`src/rtl/mem_req_arbiter_if.sv`:
```
`default_nettype none
// +--------------------------------------------------------------------------+
// | mem_req_arbiter_if : client request lanes and memory-request read port    |
// | Rev 1.0                                                                  |
// +--------------------------------------------------------------------------+
interface mem_req_arbiter_if;
  logic [1:0]  c0_cmd;
  logic [21:0] c0_addr;
  logic [63:0] c0_dta;
  logic        c0_valid;
  logic        c0_ack;

  logic [1:0]  c1_cmd;
  logic [21:0] c1_addr;
  logic [63:0] c1_dta;
  logic        c1_valid;
  logic        c1_ack;

  logic [1:0]  c2_cmd;
  logic [21:0] c2_addr;
  logic [63:0] c2_dta;
  logic        c2_valid;
  logic        c2_ack;

  logic [1:0]  mem_req_rd_cmd;
  logic [21:0] mem_req_rd_addr;
  logic [63:0] mem_req_rd_dta;
  logic        mem_req_rd_en;
  logic        mem_req_rd_valid;
  logic        fifo_empty;

  // Clients and memory controller side
  modport master (
    output c0_cmd, c0_addr, c0_dta, c0_valid,
    output c1_cmd, c1_addr, c1_dta, c1_valid,
    output c2_cmd, c2_addr, c2_dta, c2_valid,
    output mem_req_rd_en,
    input  c0_ack, c1_ack, c2_ack,
    input  mem_req_rd_cmd, mem_req_rd_addr, mem_req_rd_dta,
    input  mem_req_rd_valid, fifo_empty
  );

  modport slave (
    input  c0_cmd, c0_addr, c0_dta, c0_valid,
    input  c1_cmd, c1_addr, c1_dta, c1_valid,
    input  c2_cmd, c2_addr, c2_dta, c2_valid,
    input  mem_req_rd_en,
    output c0_ack, c1_ack, c2_ack,
    output mem_req_rd_cmd, mem_req_rd_addr, mem_req_rd_dta,
    output mem_req_rd_valid, fifo_empty
  );
endinterface
`default_nettype wire

```
`src/rtl/mem_req_arbiter.sv`:
```
`default_nettype none
// +--------------------------------------------------------------------------+
// | mem_req_arbiter : 3-client round-robin + refresh into one request queue  |
// | Rev 1.0                                                                  |
// +--------------------------------------------------------------------------+
module mem_req_arbiter #(
  parameter int FIFO_ADDR_WIDTH = 4,
  parameter int REFRESH_PERIOD  = 1560
) (
  input wire logic         clk,
  input wire logic         rst,
  mem_req_arbiter_if.slave bus
);
  localparam int DEPTH   = 1 << FIFO_ADDR_WIDTH;
  localparam int CNT_W   = FIFO_ADDR_WIDTH + 1;
  localparam int REF_W   = $clog2(REFRESH_PERIOD);
  localparam int ENTRY_W = 2 + 22 + 64;

  localparam logic [CNT_W-1:0] FULL_CNT = {1'b1, {FIFO_ADDR_WIDTH{1'b0}}};
  localparam logic [REF_W-1:0] REF_LAST = REF_W'(REFRESH_PERIOD - 1);

  localparam logic [1:0] CMD_NOOP    = 2'd0;
  localparam logic [1:0] CMD_REFRESH = 2'd1;

  logic [1:0]  cli_cmd   [3];
  logic [21:0] cli_addr  [3];
  logic [63:0] cli_dta   [3];
  logic [2:0]  cli_valid;
  logic [2:0]  ack;

  logic                       run_q;
  logic [FIFO_ADDR_WIDTH-1:0] wptr_q, wptr_d;
  logic [FIFO_ADDR_WIDTH-1:0] rptr_q, rptr_d;
  logic [CNT_W-1:0]           count_q, count_d;
  logic                       empty_q;
  logic [REF_W-1:0]           ref_cnt_q, ref_cnt_d;
  logic                       ref_pend_q, ref_pend_d;
  logic [1:0]                 rr_q, rr_d;

  logic [1:0]  rd_cmd_q;
  logic [21:0] rd_addr_q;
  logic [63:0] rd_dta_q;
  logic        rd_valid_q;

  logic [ENTRY_W-1:0] mem_q [DEPTH];

  logic               full;
  logic               can_wr;
  logic               ref_wrap;
  logic               ref_wr;
  logic               cli_gnt;
  logic               wr_en;
  logic               pop;
  logic [1:0]         cand1;
  logic [1:0]         cand2;
  logic [1:0]         sel_idx;
  logic               sel_found;
  logic [ENTRY_W-1:0] wr_data;
  logic [ENTRY_W-1:0] head;

  assign cli_cmd[0]  = bus.c0_cmd;
  assign cli_cmd[1]  = bus.c1_cmd;
  assign cli_cmd[2]  = bus.c2_cmd;
  assign cli_addr[0] = bus.c0_addr;
  assign cli_addr[1] = bus.c1_addr;
  assign cli_addr[2] = bus.c2_addr;
  assign cli_dta[0]  = bus.c0_dta;
  assign cli_dta[1]  = bus.c1_dta;
  assign cli_dta[2]  = bus.c2_dta;
  assign cli_valid   = {bus.c2_valid, bus.c1_valid, bus.c0_valid};

  // run_q keeps grants (and thus acks) off until the first edge after reset release
  assign full     = (count_q == FULL_CNT);
  assign can_wr   = run_q & ~full;
  assign ref_wrap = (ref_cnt_q == REF_LAST);
  assign pop      = bus.mem_req_rd_en & (count_q != '0);

  assign cand1 = (rr_q == 2'd2) ? 2'd0 : rr_q + 2'd1;
  assign cand2 = (rr_q == 2'd0) ? 2'd2 : rr_q - 2'd1;

  always_comb begin
    sel_found = 1'b1;
    sel_idx   = rr_q;
    if (cli_valid[rr_q]) begin
      sel_idx = rr_q;
    end else if (cli_valid[cand1]) begin
      sel_idx = cand1;
    end else if (cli_valid[cand2]) begin
      sel_idx = cand2;
    end else begin
      sel_found = 1'b0;
    end
  end

  assign ref_wr  = can_wr & ref_pend_q;
  assign cli_gnt = can_wr & ~ref_pend_q & sel_found;
  assign wr_en   = ref_wr | (cli_gnt & (cli_cmd[sel_idx] != CMD_NOOP));
  assign wr_data = ref_wr ? {CMD_REFRESH, 22'd0, 64'd0}
                          : {cli_cmd[sel_idx], cli_addr[sel_idx], cli_dta[sel_idx]};
  assign head    = mem_q[rptr_q];

  for (genvar g = 0; g < 3; g++) begin : g_ack
    assign ack[g] = cli_gnt & (sel_idx == 2'(g));
  end

  always_comb begin
    count_d = count_q;
    case ({wr_en, pop})
      2'b10:   count_d = count_q + CNT_W'(1);
      2'b01:   count_d = count_q - CNT_W'(1);
      default: count_d = count_q;
    endcase
    wptr_d     = wr_en ? wptr_q + FIFO_ADDR_WIDTH'(1) : wptr_q;
    rptr_d     = pop   ? rptr_q + FIFO_ADDR_WIDTH'(1) : rptr_q;
    ref_cnt_d  = ref_wrap ? '0 : ref_cnt_q + REF_W'(1);
    // A new wrap wins over the clear so a refresh is never dropped
    ref_pend_d = ref_wrap | (ref_pend_q & ~ref_wr);
    rr_d       = rr_q;
    if (cli_gnt) begin
      rr_d = (sel_idx == 2'd2) ? 2'd0 : sel_idx + 2'd1;
    end
  end

  always_ff @(posedge clk or negedge rst) begin
    if (!rst) begin
      run_q      <= 1'b0;
      wptr_q     <= '0;
      rptr_q     <= '0;
      count_q    <= '0;
      empty_q    <= 1'b1;
      ref_cnt_q  <= '0;
      ref_pend_q <= 1'b0;
      rr_q       <= 2'd0;
    end else begin
      run_q      <= 1'b1;
      wptr_q     <= wptr_d;
      rptr_q     <= rptr_d;
      count_q    <= count_d;
      empty_q    <= (count_d == '0);
      ref_cnt_q  <= ref_cnt_d;
      ref_pend_q <= ref_pend_d;
      rr_q       <= rr_d;
    end
  end

  always_ff @(posedge clk) begin
    if (wr_en) begin
      mem_q[wptr_q] <= wr_data;
    end
  end

  // Output data holds when idle; an rd_en on an empty queue zeroes it
  always_ff @(posedge clk or negedge rst) begin
    if (!rst) begin
      rd_cmd_q   <= 2'd0;
      rd_addr_q  <= 22'd0;
      rd_dta_q   <= 64'd0;
      rd_valid_q <= 1'b0;
    end else if (bus.mem_req_rd_en) begin
      if (pop) begin
        rd_cmd_q   <= head[ENTRY_W-1 -: 2];
        rd_addr_q  <= head[85:64];
        rd_dta_q   <= head[63:0];
        rd_valid_q <= 1'b1;
      end else begin
        rd_cmd_q   <= 2'd0;
        rd_addr_q  <= 22'd0;
        rd_dta_q   <= 64'd0;
        rd_valid_q <= 1'b0;
      end
    end else begin
      rd_valid_q <= 1'b0;
    end
  end

  assign bus.c0_ack           = ack[0];
  assign bus.c1_ack           = ack[1];
  assign bus.c2_ack           = ack[2];
  assign bus.mem_req_rd_cmd   = rd_cmd_q;
  assign bus.mem_req_rd_addr  = rd_addr_q;
  assign bus.mem_req_rd_dta   = rd_dta_q;
  assign bus.mem_req_rd_valid = rd_valid_q;
  assign bus.fifo_empty       = empty_q;
endmodule
`default_nettype wire

```
`src/flat_wrapper.sv`:
```
// flat-port wrapper written by rule: the top's interface ports become plain ports
module mem_req_arbiter_flat 
#(
  parameter int FIFO_ADDR_WIDTH = 4,
  parameter int REFRESH_PERIOD  = 1560
)
  (clk, rst, bus_c0_cmd, bus_c0_addr, bus_c0_dta, bus_c0_valid, bus_c1_cmd, bus_c1_addr, bus_c1_dta, bus_c1_valid, bus_c2_cmd, bus_c2_addr, bus_c2_dta, bus_c2_valid, bus_mem_req_rd_en, bus_c0_ack, bus_c1_ack, bus_c2_ack, bus_mem_req_rd_cmd, bus_mem_req_rd_addr, bus_mem_req_rd_dta, bus_mem_req_rd_valid, bus_fifo_empty);
  mem_req_arbiter_if bus_i ();
  input wire logic clk;
  input wire logic rst;
  input wire logic [$bits(bus_i.c0_cmd)-1:0] bus_c0_cmd;
  input wire logic [$bits(bus_i.c0_addr)-1:0] bus_c0_addr;
  input wire logic [$bits(bus_i.c0_dta)-1:0] bus_c0_dta;
  input wire logic [$bits(bus_i.c0_valid)-1:0] bus_c0_valid;
  input wire logic [$bits(bus_i.c1_cmd)-1:0] bus_c1_cmd;
  input wire logic [$bits(bus_i.c1_addr)-1:0] bus_c1_addr;
  input wire logic [$bits(bus_i.c1_dta)-1:0] bus_c1_dta;
  input wire logic [$bits(bus_i.c1_valid)-1:0] bus_c1_valid;
  input wire logic [$bits(bus_i.c2_cmd)-1:0] bus_c2_cmd;
  input wire logic [$bits(bus_i.c2_addr)-1:0] bus_c2_addr;
  input wire logic [$bits(bus_i.c2_dta)-1:0] bus_c2_dta;
  input wire logic [$bits(bus_i.c2_valid)-1:0] bus_c2_valid;
  input wire logic [$bits(bus_i.mem_req_rd_en)-1:0] bus_mem_req_rd_en;
  output wire logic [$bits(bus_i.c0_ack)-1:0] bus_c0_ack;
  output wire logic [$bits(bus_i.c1_ack)-1:0] bus_c1_ack;
  output wire logic [$bits(bus_i.c2_ack)-1:0] bus_c2_ack;
  output wire logic [$bits(bus_i.mem_req_rd_cmd)-1:0] bus_mem_req_rd_cmd;
  output wire logic [$bits(bus_i.mem_req_rd_addr)-1:0] bus_mem_req_rd_addr;
  output wire logic [$bits(bus_i.mem_req_rd_dta)-1:0] bus_mem_req_rd_dta;
  output wire logic [$bits(bus_i.mem_req_rd_valid)-1:0] bus_mem_req_rd_valid;
  output wire logic [$bits(bus_i.fifo_empty)-1:0] bus_fifo_empty;
  assign bus_i.c0_cmd = bus_c0_cmd;
  assign bus_i.c0_addr = bus_c0_addr;
  assign bus_i.c0_dta = bus_c0_dta;
  assign bus_i.c0_valid = bus_c0_valid;
  assign bus_i.c1_cmd = bus_c1_cmd;
  assign bus_i.c1_addr = bus_c1_addr;
  assign bus_i.c1_dta = bus_c1_dta;
  assign bus_i.c1_valid = bus_c1_valid;
  assign bus_i.c2_cmd = bus_c2_cmd;
  assign bus_i.c2_addr = bus_c2_addr;
  assign bus_i.c2_dta = bus_c2_dta;
  assign bus_i.c2_valid = bus_c2_valid;
  assign bus_i.mem_req_rd_en = bus_mem_req_rd_en;
  assign bus_c0_ack = bus_i.c0_ack;
  assign bus_c1_ack = bus_i.c1_ack;
  assign bus_c2_ack = bus_i.c2_ack;
  assign bus_mem_req_rd_cmd = bus_i.mem_req_rd_cmd;
  assign bus_mem_req_rd_addr = bus_i.mem_req_rd_addr;
  assign bus_mem_req_rd_dta = bus_i.mem_req_rd_dta;
  assign bus_mem_req_rd_valid = bus_i.mem_req_rd_valid;
  assign bus_fifo_empty = bus_i.fifo_empty;
  mem_req_arbiter #(.FIFO_ADDR_WIDTH(FIFO_ADDR_WIDTH), .REFRESH_PERIOD(REFRESH_PERIOD)) u_core (.clk(clk), .rst(rst), .bus(bus_i));
endmodule
```
`config.mk`:
```
export PLATFORM = sky130hd
export DESIGN_NAME = mem_req_arbiter_flat
export DESIGN_NICKNAME = d
export VERILOG_FILES = /design/src/rtl/mem_req_arbiter_if.sv /design/src/rtl/mem_req_arbiter.sv /design/src/flat_wrapper.sv
export SDC_FILE = /design/constraint.sdc
export NUM_CORES = 2
export LEC_CHECK = 0
export BUFFER_PORTS_ARGS = -buffer_cell sky130_fd_sc_hd__buf_2
export CORE_ASPECT_RATIO = 1.1
export CORE_MARGIN = 4
export CORE_UTILIZATION = 30
export CTS_CLUSTER_SIZE = 10
export DETAILED_ROUTE_END_ITERATION = 8
export PLACE_DENSITY = 0.54
export SYNTH_ARGS = -nofsm -noshare
export SYNTH_HDL_FRONTEND = slang
export SYNTH_SLANG_ARGS = --single-unit
```
`constraint.sdc`:
```
create_clock -name clk -period 12.45 [get_ports clk]
set_input_delay 2.49 -clock clk [delete_from_list [all_inputs] [get_ports clk]]
set_output_delay 2.49 -clock clk [all_outputs]
set_load 0.005 [all_outputs]
```
Yosys cells after proc, flatten, opt, wreduce, memory -nomap -nowiden. Memory sizes are Yosys's and may differ from the RTL's. Cells that the tools add are included.

Mux-type cells: 34. Multiply operators: 0. Bitwise logic cells: 16. Order comparisons: 4. Shift-type cells: 0. Equal/unequal tests: 7. Add/sub/neg operators: 8. Reduce and logical (&&, ||, !) cells: 5. Divide/modulo/power cells: 0.

Operator list (count): two-way mux 64 bit (3); binary-select mux 64 bit (select 2 bit) (1); two-way mux 88 bit (1); two-way mux 22 bit (3); binary-select mux 22 bit (select 2 bit) (1); two-way mux 2 bit (9); adder 11 x 1 -> 11 bit (second input constant) (1); == test 11 bit (second input constant) (1); two-way mux 11 bit (1); AND 1 bit (10); two-way mux 1 bit (10); one-hot mux 5 bit (2 select lines) (1); < comparator 2 x 3 -> 1 bit (second input constant) (3); adder 4 x 1 -> 4 bit (second input constant) (2); binary-select mux 1 bit (select 2 bit) (3); == test 2 bit (second input constant) (3); adder 5 x 1 -> 5 bit (second input constant) (1); == test 5 bit (second input constant) (1); zero test 5 bit (1); nonzero test 5 bit (1); subtractor 5 x 1 -> 5 bit (second input constant) (1); adder 2 x 1 -> 2 bit (second input constant) (2); binary-select mux 2 bit (select 2 bit) (1); == test 2 x 1 -> 1 bit (second input constant) (2); 7 further kinds (11).

Input bits: 270. Register bits after elaboration: 118. Output and inout port bits: 93. Memories: 1. Bits in latches: 0. Memory bits (read-only): 0. Bits in writable memories: 1408. Logic and storage cells: 87.

Memory list: u_core.mem_q (words 16, width 88, read ports 1, clocked after Yosys merged registers in 0, write ports 1, line mem_req_arbiter.sv:45) `logic [ENTRY_W-1:0] mem_q [DEPTH];`.

Longest topological paths before layout.
Word-level depth: 17. Gate-level depth with buffers: 20. Depth with buffers taken out: 19.

Worst setup path after synthesis. Ideal clock, no wire load.

Kind: input port to flip-flop. Start: in bus_c1_valid. End: mem u_core.mem_q[0][0] (netlist bit), enable pin. Stages on the path: 8. Data required time: 11808 ps. Path buffers: 0. Library setup time: 642 ps. Arrival: 10143 ps. Path slack: 1665 ps. Path through: mux2_2 > a21oi_1 > a21oi_1 > o22ai_1 > mux2_2 > a211oi_4 > nand2_1 > nor3_1.

Longest elaborated chain between the ends: 14. Elaborated cells on any way between the ends: 22.

Ends and longest elaborated chain: start, declared (line flat_wrapper.sv:18) `input wire logic [$bits(bus_i.c1_valid)-1:0] bus_c1_valid;`; binary-select mux 1 bit (select 2 bit) (line mem_req_arbiter.sv:88) `end else if (cli_valid[cand2]) begin`; two-way mux 1 bit (implied by the code) (line mem_req_arbiter.sv:88); two-way mux 2 bit (line mem_req_arbiter.sv:88); two-way mux 2 bit (line mem_req_arbiter.sv:86) `end else if (cli_valid[cand1]) begin`; two-way mux 2 bit (line mem_req_arbiter.sv:84) `if (cli_valid[rr_q]) begin`; inverter 2 -> 3 bit (implied by the code) (line mem_req_arbiter.sv:97) `assign wr_en = ref_wr | (cli_gnt & (cli_cmd[sel_idx] != CMD_NOOP));`; binary-select mux 2 bit (select 2 bit) (line mem_req_arbiter.sv:97); two-way mux 2 bit (implied by the code) (2 in series) (line mem_req_arbiter.sv:97); nonzero test 2 bit (line mem_req_arbiter.sv:97); AND 1 bit (*) (line mem_req_arbiter.sv:97); bitwise OR 1 bit (*) (line mem_req_arbiter.sv:97); two-way mux 1 bit (*) (line mem_req_arbiter.sv:147) `if (wr_en) begin`; two-way mux 1 bit (implied by the code) (*) (line mem_req_arbiter.sv:148) `mem_q[wptr_q] <= wr_data;`; end, declared (line mem_req_arbiter.sv:45).

Mark *: on every way between the ends. The rest lies on a longest branch, timed or not. The select of a mux whose other input is x is not followed.

Worst setup path after layout.
Start: in bus_c2_valid. End: out bus_c0_ack.

Longest elaborated chain between the ends: 7. Elaborated cells on any way between the ends: 15.

Ends and longest elaborated chain: start, declared (line flat_wrapper.sv:22) `input wire logic [$bits(bus_i.c2_valid)-1:0] bus_c2_valid;`; binary-select mux 1 bit (select 2 bit) (line mem_req_arbiter.sv:88); two-way mux 1 bit (implied by the code) (line mem_req_arbiter.sv:88); two-way mux 1 bit or two-way mux 2 bit (tied branches) (line mem_req_arbiter.sv:88); two-way mux 1 bit or two-way mux 2 bit (tied branches) (line mem_req_arbiter.sv:86); two-way mux 1 bit or two-way mux 2 bit (tied branches) (line mem_req_arbiter.sv:84); AND 1 bit or zero test 2 bit (tied branches) (line mem_req_arbiter.sv:96, mem_req_arbiter.sv:103); AND 1 bit (*) (line mem_req_arbiter.sv:103) `assign ack[g] = cli_gnt & (sel_idx == 2'(g));`; end, declared (line flat_wrapper.sv:24) `output wire logic [$bits(bus_i.c0_ack)-1:0] bus_c0_ack;`.

Marks and branches as above.

==> impl_metrics.ini <==
[run_status]
status = finished, final reports clean

[worst_setup_path]
start_kind = input port
crit_cells = 8
crit_fanout = 13
critical-path-top-cell-by-count = buf_2
worstSetupPathType = input port to primary output
path_cells = buf_2, nor3b_1, o2bb2ai_1, a221oi_1, or2_4, nor2_1, and2_1, buf_2
reg2reg_slack_ns = 6.81
cp_num_buf_inv = 2
r2r_end = u_core.mem_q[5][45]$_DFFE_PP_
rr_worst_depth = 13
cpMaxStageDelayCell = a221oi_1
crit_required_ns = 9.96
reg2reg_from = u_core.rr_q[0]$_DFFE_PN0P_
critPathArrivalTime_ns = 4.16
slowest_delay_ns = 0.43
end_kind = primary output
cp-startpoint = bus_c2_valid
path_delay_family = simple AND/OR/NAND/NOR gates

[run]
drv_cap = 0

[placement]
dp.cells = 5779
gp_congestion = 0.732
dp_hpwl_um = 88800
portBuffers = 362

[timing]
post-route-period-util_pct = 53.4
tightest_slew_ns = 1.12
finalSetupTns_ns = 0
slew-limit-headroom_pct = 25.1
final-hold-violation-count = 0
setup_viol = 0
finalClockSkew_ns = 0.0282
grt_setup_unrepaired = false
fmax_ghz = 0.150
drv_slew = 0
period_minus_slack_ns = 6.65

[pwr]
ir_drop_v = 0.000292
p_leak_nw = 23.6
power.density_mw_per_mm2 = 271
power_w = 0.0190

[grt]
grt_pass1_wl_um = 229000
grt_use_met3_pct = 3.24
grtUsageMet2_pct = 24.9
grt_max_degree = 96
grt.met1_usage_pct = 21.0
busiest_layer = met2
antenna_found_initial = 11
overflow = 0
grt_use_total_pct = 15.3
grt_pass1_vias = 31400

[clocking]
cts_sinks = 1526
clk_pin_slew_ns = 0.05
cts_made_buffers = 175
cts_tree = built
ctsResizeCount = 0
root_buffer = clkbuf_16
clock_latency_ns = 0.80
clockBufferDepth = 3
cts_setup_buffers = 0
cts_htree_levels = 4
hold_buffers = 0

[synth]
ys_async_sr_fraction_pct = 7.73
ys_types = 49
ys.flop_type = edfxtp_1
synth_seq_cells = 1526
syn_area_per_cell_sq_um = 20.6
yosysWarnings = 0
syn-num-nets = 3196
synth_edf_count = 1408
syn_area_sq_mm = 0.0600
synthCells = 2911
seq_area_frac_synth_pct = 75.3

[floorplan]
die_y_um = 477
row_count = 171
core_sq_mm = 0.198
dieArea_sq_mm = 0.207
ios = 363
die_width_um = 435
start_util_pct = 30.3

[hold_path]
hp-class = flip-flop to flip-flop
hold_depth = 1
min_from = u_core.ref_pend_q$_DFF_PN0_
hold_path_end = u_core.ref_pend_q$_DFF_PN0_

[route]
viasPerCell = 4.88
initialDrtViolationCount = 2473
routed_wl_um = 160000
vias = 29800
drc = 0
wire_per_inst_um = 26.2
drt_first_pass_iters = 5
detail-route-antenna-nets = 0

[final_layout]
layout-drive-gt1-share_pct = 31.5
syn2layout_area_growth_pct = 17.2
instances_no_fill = 6108
post-route-util_pct = 35.5
nets = 3646
-- worst max-delay path by stage --
stage	end	slack, ns
after detailed placement	u_core.mem_q[5][27]$_DFFE_PP_	5.22
after global routing	bus_c0_ack	5.59
after CTS	bus_c0_ack	5.80
after floorplan	u_core.mem_q[0][0]$_DFFE_PP_	1.67
after global placement	u_core.mem_q[5][27]$_DFFE_PP_	5.26
final	bus_c0_ack	5.80
-- registers in the layout, indices dropped and copies added (netlist names) --
name,count
u_core.rptr_q,4
u_core.ref_pend_q,1
u_core.mem_q,1408
u_core.bus.mem_req_rd_addr,22
u_core.bus.fifo_empty,1
u_core.rr_q,2
u_core.wptr_q,4
u_core.bus.mem_req_rd_cmd,2
u_core.bus.mem_req_rd_valid,1
u_core.count_q,5
u_core.run_q,1
u_core.bus.mem_req_rd_dta,64
u_core.ref_cnt_q,11
-- power breakdown --
| part | switching, W | internal (W) | total [W] |
|---|---|---|---|
| combinational | 0.00393 | 0.00231 | 0.00624 |
| clock | 0.00200 | 0.00271 | 0.00471 |
| sequential | 0.000376 | 0.00772 | 0.00809 |
-- routing by layer --
metal / wire (um) / up-vias
li1: - / 12700
met5: 30 / -
met1: 69200 / 15900
met3: 9340 / 222
met4: 3850 / 6
met2: 77500 / 926
-- cell usage in the layout (no fill, tap or decap), types with 5 or more instances in the layout --
master / count
ha_1: 15
clkinv_8: 5
buf_4: 71
nor2_4: 13
xor2_1: 8
clkbuf_1: 129
mux2i_1: 90
mux4_2: 440
dfrtp_1: 113
edfxtp_1: 1408
inv_1: 99
nand4_1: 5
clkbuf_16: 177
nand2_1: 101
nor2_1: 189
o21ai_0: 95
a21oi_1: 95
buf_2: 360
mux2_2: 5
xnor2_1: 13
-- per-stage QoR --
stage / instance area, sq um / hold WS, ns / setup WS (ns)
after floorplan: 60000 / 0.465 / 1.67
after global routing: 70400 / 0.531 / 5.59
after CTS: 70400 / 0.506 / 5.80
final: 70400 / 0.500 / 5.80
after detailed placement: 65200 / 0.497 / 5.22
after global placement: 65200 / 0.496 / 5.26
-- cells in the mapped netlist, types with 15 or more instances --
| master | n | share of area [%] |
|---|---|---|
| mux2i_1 | 90 | 1.5 |
| dfrtp_1 | 117 | 4.9 |
| buf_2 | 46 | 0.38 |
| mux4_2 | 440 | 17 |
| a21oi_1 | 95 | 0.79 |
| ha_1 | 15 | 0.31 |
| nand2_1 | 101 | 0.63 |
| inv_1 | 99 | 0.62 |
| nor2_1 | 202 | 1.3 |
| clkbuf_1 | 102 | 0.64 |
| o21ai_0 | 96 | 0.80 |
| edfxtp_1 | 1408 | 70 |
-- kinds of logic after synthesis --
group / share of synthesized area [%]
buffers and inverters: 1.76
AND/OR/NAND/NOR: 2.25
AO/OA/AOI/OAI: 1.93
flip-flops: 75.3
other: 0.00625
XOR/XNOR: 0.306
adder cells (fa/ha/maj): 0.313
multiplexers: 18.1
-- layout make-up --
type | count | area, sq um
sequential | 1526 | 45200
timing repair buffer | 435 | 2410
inverter | 99 | 372
tap | 2595 | 3250
multi-input combinational | 1124 | 13900
fill | 18500 | 128000
antenna | 1 | 2.50
clock buffer | 310 | 4970
clock inverter | 18 | 226
-- worst register-to-register path: stages (launching register included) --
cell	delay [ns]
dfrtp_1	0.56
inv_1	0.17
ha_1	0.41
nor3b_1	0.38
a21o_1	0.13
a31oi_1	0.13
o22ai_4	0.18
buf_4	0.34
mux2_2	0.41
a211oi_4	0.60
nand2_1	0.39
nor2_4	0.19
buf_4	0.51
buf_4	0.82
(Power assumes the default switching activity.)
